### src/rtl/temporal_min_n.sv
// temporal_min_n
//   N-input temporal minimum for race-logic datapaths. A free-running gamma
//   counter divides time into gamma cycles of GAMMA_CYCLE_WIDTH aclk cycles.
//   In each gamma cycle, every enabled channel is measured in one of two ways:
//   MODE 0 (EDGE) records the time of the first rising arrival, and
//   MODE 1 (PULSE) counts the cycles for which the channel is high.
//   At the end of the gamma cycle the block reports the minimum value and the
//   index of the winning channel. During the next gamma cycle it replays that
//   minimum as a waveform on y.
// Ports
//   aclk        clock
//   grst_n      synchronous active-low reset
//   a           temporally coded inputs, one bit per channel
//   en_mask     per-channel enable, sampled when g_cnt==0
//   gamma_start high while g_cnt==0
//   y           replayed minimum (EDGE: high from min_val to end; PULSE: high for min_val cycles)
//   min_valid   one-cycle pulse when min_val/min_idx/min_none update
//   min_val     minimum value; GAMMA_CYCLE_WIDTH means no event
//   min_idx     winning channel, lowest index on a tie
//   min_none    no enabled channel produced an event
module temporal_min_n #(
  parameter int N_INPUTS          = 4,
  parameter int GAMMA_CYCLE_WIDTH = 16,
  parameter int MODE              = 0,
  localparam int TW = $clog2(GAMMA_CYCLE_WIDTH + 1),
  localparam int IW = $clog2(N_INPUTS)
) (
  input  logic                aclk,
  input  logic                grst_n,
  input  logic [N_INPUTS-1:0] a,
  input  logic [N_INPUTS-1:0] en_mask,
  output logic                gamma_start,
  output logic                y,
  output logic                min_valid,
  output logic [TW-1:0]       min_val,
  output logic [IW-1:0]       min_idx,
  output logic                min_none
);

  localparam logic [TW-1:0] GCW  = TW'(GAMMA_CYCLE_WIDTH);
  localparam logic [TW-1:0] LAST = TW'(GAMMA_CYCLE_WIDTH - 1);

  logic [TW-1:0]       g_cnt_q, g_cnt_d;
  logic [N_INPUTS-1:0] mask_q, mask_d;
  logic [TW-1:0]       acc_q [N_INPUTS];
  logic [TW-1:0]       acc_d [N_INPUTS];
  logic [TW-1:0]       val_c [N_INPUTS];
  logic                has_result_q, has_result_d;
  logic                valid_q, valid_d;
  logic [TW-1:0]       min_val_q, min_val_d;
  logic [IW-1:0]       min_idx_q, min_idx_d;
  logic                none_q, none_d;
  logic                y_q, y_d;

  logic                first_s, last_s;
  logic [TW-1:0]       base;
  logic [TW-1:0]       best_val;
  logic [IW-1:0]       best_idx;

  always_comb begin
    first_s  = (g_cnt_q == '0);
    last_s   = (g_cnt_q == LAST);
    g_cnt_d  = last_s ? '0 : g_cnt_q + 1'b1;
    mask_d   = first_s ? en_mask : mask_q;
    base     = '0;
    best_val = GCW;
    best_idx = '0;

    // The sample at g_cnt==0 lands on a freshly initialised accumulator, so a
    // channel that is already high at k=0 gets t=0 (EDGE) or w=1 (PULSE).
    for (int i = 0; i < N_INPUTS; i++) begin
      if (MODE == 0) begin
        base     = first_s ? GCW : acc_q[i];
        acc_d[i] = (a[i] && (base == GCW)) ? g_cnt_q : base;
        val_c[i] = acc_d[i];
      end else begin
        base     = first_s ? '0 : acc_q[i];
        acc_d[i] = (a[i] && (base != GCW)) ? base + 1'b1 : base;
        val_c[i] = (acc_d[i] == '0) ? GCW : acc_d[i];
      end
    end

    // Strict less-than while scanning upward keeps the lowest index on a tie.
    for (int i = 0; i < N_INPUTS; i++) begin
      if (mask_d[i] && (val_c[i] < best_val)) begin
        best_val = val_c[i];
        best_idx = IW'(i);
      end
    end

    valid_d      = last_s;
    has_result_d = has_result_q | last_s;
    min_val_d    = last_s ? best_val : min_val_q;
    min_idx_d    = last_s ? best_idx : min_idx_q;
    none_d       = last_s ? (best_val == GCW) : none_q;

    // y is registered, so it is computed from the next counter value and the
    // next result. This way, y is valid in the cycle where g_cnt hits the threshold.
    if (MODE == 0) begin
      y_d = has_result_d && !none_d && (g_cnt_d >= min_val_d);
    end else begin
      y_d = has_result_d && !none_d && (g_cnt_d < min_val_d);
    end
  end

  always_ff @(posedge aclk) begin
    if (!grst_n) begin
      g_cnt_q      <= '0;
      mask_q       <= '0;
      for (int i = 0; i < N_INPUTS; i++) begin
        acc_q[i] <= (MODE == 0) ? GCW : '0;
      end
      has_result_q <= 1'b0;
      valid_q      <= 1'b0;
      min_val_q    <= '0;
      min_idx_q    <= '0;
      none_q       <= 1'b0;
      y_q          <= 1'b0;
    end else begin
      g_cnt_q      <= g_cnt_d;
      mask_q       <= mask_d;
      for (int i = 0; i < N_INPUTS; i++) begin
        acc_q[i] <= acc_d[i];
      end
      has_result_q <= has_result_d;
      valid_q      <= valid_d;
      min_val_q    <= min_val_d;
      min_idx_q    <= min_idx_d;
      none_q       <= none_d;
      y_q          <= y_d;
    end
  end

  assign gamma_start = first_s;
  assign y           = y_q;
  assign min_valid   = valid_q;
  assign min_val     = min_val_q;
  assign min_idx     = min_idx_q;
  assign min_none    = none_q;

endmodule

### config.mk
export PLATFORM = sky130hd
export DESIGN_NAME = temporal_min_n
export DESIGN_NICKNAME = d
export VERILOG_FILES = /design/src/rtl/temporal_min_n.sv
export SDC_FILE = /design/constraint.sdc
export NUM_CORES = 1
export LEC_CHECK = 0
export ABC_AREA = 0
export CAP_MARGIN = 5
export CORE_AREA = 2 2 69 71
export DETAILED_ROUTE_END_ITERATION = 8
export DIE_AREA = 0 0 71 73
export GPL_TIMING_DRIVEN = 0
export HOLD_SLACK_MARGIN = 0.1
export PLACE_DENSITY = 0.79
export SLEW_MARGIN = 20
export SYNTH_ARGS = -nofsm -noshare
export SYNTH_HDL_FRONTEND = slang
export SYNTH_SLANG_ARGS = --single-unit
export TNS_END_PERCENT = 5
### constraint.sdc
create_clock -name aclk -period 12 [get_ports aclk]
set_input_delay 2.4 -clock aclk [delete_from_list [all_inputs] [get_ports aclk]]
set_output_delay 2.4 -clock aclk [all_outputs]
set_load 0.02 [all_outputs]
==> metrics.txt <==
status completed; clk root buf clkbuf_8; post-synthesis async set-or-reset flop share 0%; worst hold path type flip-flop to flip-flop; switching share of total power 37.10%; num rows 25; number of global-route vias before repair 2187; initial core utilization 55.53%; Die ar. 5183 um2; Avg Synthesized Cell Area 8.538 um2; Setup WS pre-CTS 0.9923 ns; register area 800.8 um2; DRT iter0 DRCs 262; Post-Syn Area 2519 um2; Data arrival, critical path 11.00 ns; GRT overflow 0; final instance area 2868 um2; multi-input logic area 1579 um2; sequential area share after synthesis 31.79%; die height 73 um; CP startpoint kind input port; number of synthesized flops with an enable pin 0; clock tree from TritonCTS yes; Vias per Instance 6.106; WL per Instance 17.23 um; RSZ-0062 raised after global routing no; final WL 6479 um; Buffers on Ports 20; Ys Warns 0; P_sw 0.1421 mW; Gate Count Post-Synth 295; Fill cells 389; Max Cap Violations 0; Final TNS setup 0 ns; largest net degree at the start of global routing 13; antenna violations before repair 0; Seq pwr share 37.3%; Placed Area 2786 um2; post_cts resized 0; Hold Vio Cnt, Final 0; Hold WS 0.4872 ns; die width 71 um; hold buffers post-CTS 0; CTS Sinks 40; Critical Path Start a[0]; placed wire-length estimate 4910 um; CTS max path bufs 2; Worst-Skew Late Latency 0.29 ns; layout cells sized above 1 10.25%; clock transition at the register clock pins on the worst setup and hold paths after CTS 0.08 ns; fmax 0.09226 GHz; Seq cells post-synth 40; LEAKAGE 1.209 nW; Synth Flop Type dfxtp_1; Pins Over Slew Limit 0; VDD IR-drop max 0.1021 mV; Final Setup Violations 0; Yosys cell types 58; reg-to-reg startpoint g_cnt_q[0]$_SDFF_PN0_; CTS buffer count 5; slowest stage cell, crit path clkdlybuf4s50_1; CP Data Required Time 12.16 ns; H-tree depth 2; Layout Area Growth over Synthesis 13.86%; Clock power frac 22.9%; Final ANT Viol Nets 0; Power Total 0.3831 mW; Worst Tran Pin Value 0.5669 ns; CP Max Fanout 7; via count 2296; syn_nets 323; final worst slack 1.161 ns; PD cells 133.6 nW/um2; Comb pwr share 39.8%; CP peak stage delay 0.61 ns; min-delay src min_val[0]$_SDFF_PN0_; Crit Path Category input port to flip-flop; first-pass detailed-route iteration total 4; Core Area 4536 um2; I/O pin count 21; Final Critical Period 10.84 ns; ANT cells 0; Post-route DRC 0; all-layer global routing usage 26.96%; gpl congestion 0.8999; Post-CTS Setup Inserts 0; final worst-path cycle share 90.33%; first-pass GRT wire length 10790 um; Final Skew 0.003354 ns; internal power 0.2409 mW; Crit. End Element flip-flop; final layout net count 350; Slew headroom 61.91%
## worst max-delay path: cells and delay by family
| family | cells | cell delay, ns |
|---|---|---|
| buffers and inverters | 2 | 0.85 |
| multiplexers | 3 | 1.12 |
| AND/OR/NAND/NOR | 10 | 2.25 |
| adder cells (fa/ha/maj) | 4 | 1.19 |
| AO/OA/AOI/OAI | 16 | 3.16 |
## stage by stage
step           cells  util, %
3_3_place_gp     369    61.43
3_5_place_dp     369    61.43
6_report         376    63.23
5_1_grt          376    63.23
4_1_cts          376    63.23
2_1_floorplan    295        -
## worst paths after layout
| check | to | slack (ns) | cells after the start |
|---|---|---|---|
| worst max-delay path | y$_SDFF_PN0_ | 1.16 | 35 |
| worst min-delay path | min_val[0]$_SDFF_PN0_ | 0.49 | 2 |
| worst max register to register | y$_SDFF_PN0_ | 2.29 | 39 |
| worst min register to register | min_val[0]$_SDFF_PN0_ | 0.49 | 2 |
## layout make-up
| type | count | area share (%) |
|---|---|---|
| Multi-Input combinational cell | 227 | 55.06 |
| Sequential cell | 40 | 27.92 |
| Timing Repair Buffer | 20 | 6.981 |
| Buffer | 12 | 2.705 |
| Clock buffer | 5 | 2.400 |
| Tap cell | 54 | 2.356 |
| Inverter | 16 | 2.138 |
| Clock inverter | 2 | 0.4363 |
## synthesized netlist by cell type (2+ instances only)
library cell,instances,area [um2]
nand3b_1,2,15.01
or3_1,2,12.51
a31oi_1,2,12.51
a2bb2oi_1,2,17.52
o22ai_1,4,25.02
mux2_2,6,67.56
nor2_1,35,131.4
a21oi_1,13,65.06
nor4_1,3,18.77
inv_1,15,56.30
nand2_1,24,90.09
o21ai_0,11,55.05
a211oi_1,4,30.03
xor2_1,2,17.52
and2_1,10,62.56
mux2i_1,12,120.1
and3_1,2,12.51
o21ba_2,3,30.03
a22o_1,2,17.52
nor3_1,5,25.02
ha_1,18,225.2
o2bb2ai_1,3,26.28
a22oi_1,9,67.56
buf_6,2,22.52
a221oi_1,2,17.52
a21o_1,8,60.06
a32o_1,2,20.02
a21oi_2,2,17.52
nor2b_1,3,18.77
nand2b_1,6,37.54
nand4_1,2,12.51
or4b_2,2,20.02
clkbuf_1,8,30.03
dfxtp_1,40,800.8
nand3_1,6,30.03
## routing by layer
layer / GRT usage [%] / wire [um] / vias to the layer above
met5: 0 / 0 / -
met4: 8.595 / 130 / 0
met3: 4.972 / 414 / 13
met2: 43.51 / 3020 / 73
met1: 36.69 / 2913 / 1081
li1: - / - / 1129
## sequential cells by signal (all words and copies together) (netlist names)
register	count
g_cnt_q	5
min_valid	1
has_result_q	1
acc_q	20
min_none	1
min_val	5
mask_q	4
min_idx	2
y	1
## placed cells by master, fill, tap and decap left out, types with 2 or more instances in the layout
cell type         n
dfxtp_1          40
nor2_1           35
nand2_1          24
clkdlybuf4s50_1  20
ha_1             18
inv_1            15
a21oi_1          13
mux2i_1          12
o21ai_0          11
and2_1           10
a22oi_1           9
clkbuf_1          8
a21o_1            8
nand2b_1          6
nand3_1           6
mux2_2            6
nor3_1            5
clkbuf_8          5
o22ai_1           4
a211oi_1          4
nor4_1            3
nor2b_1           3
o21ba_2           3
o2bb2ai_1         3
buf_6             2
clkinv_2          2
or4b_2            2
nand3b_1          2
a32o_1            2
nand4_1           2
a221oi_1          2
or3_1             2
a22o_1            2
a2bb2oi_1         2
a21oi_2           2
xor2_1            2
a31oi_1           2
and3_1            2
## logic make-up after synthesis
logic type / share of synthesized area (%)
and+or+nand+nor: 21.31
AOI/OAI and AO/OA: 23.70
DFF: 31.79
buffers and inverters: 5.514
muxes: 8.048
adders and majority gates: 8.942
xor gates and xnor gates: 0.6956
## power groups by stage
stage          clock network [mW]  registers [mW]  logic [mW]
3_5_place_dp                    0           0.146       0.149
5_1_grt                    0.0939           0.143       0.168
4_1_cts                    0.0890           0.143       0.150
2_1_floorplan                   0           0.144       0.115
3_3_place_gp                    0           0.145       0.148
6_report                   0.0877           0.143       0.153
Power figures use the tool's default switching activity.
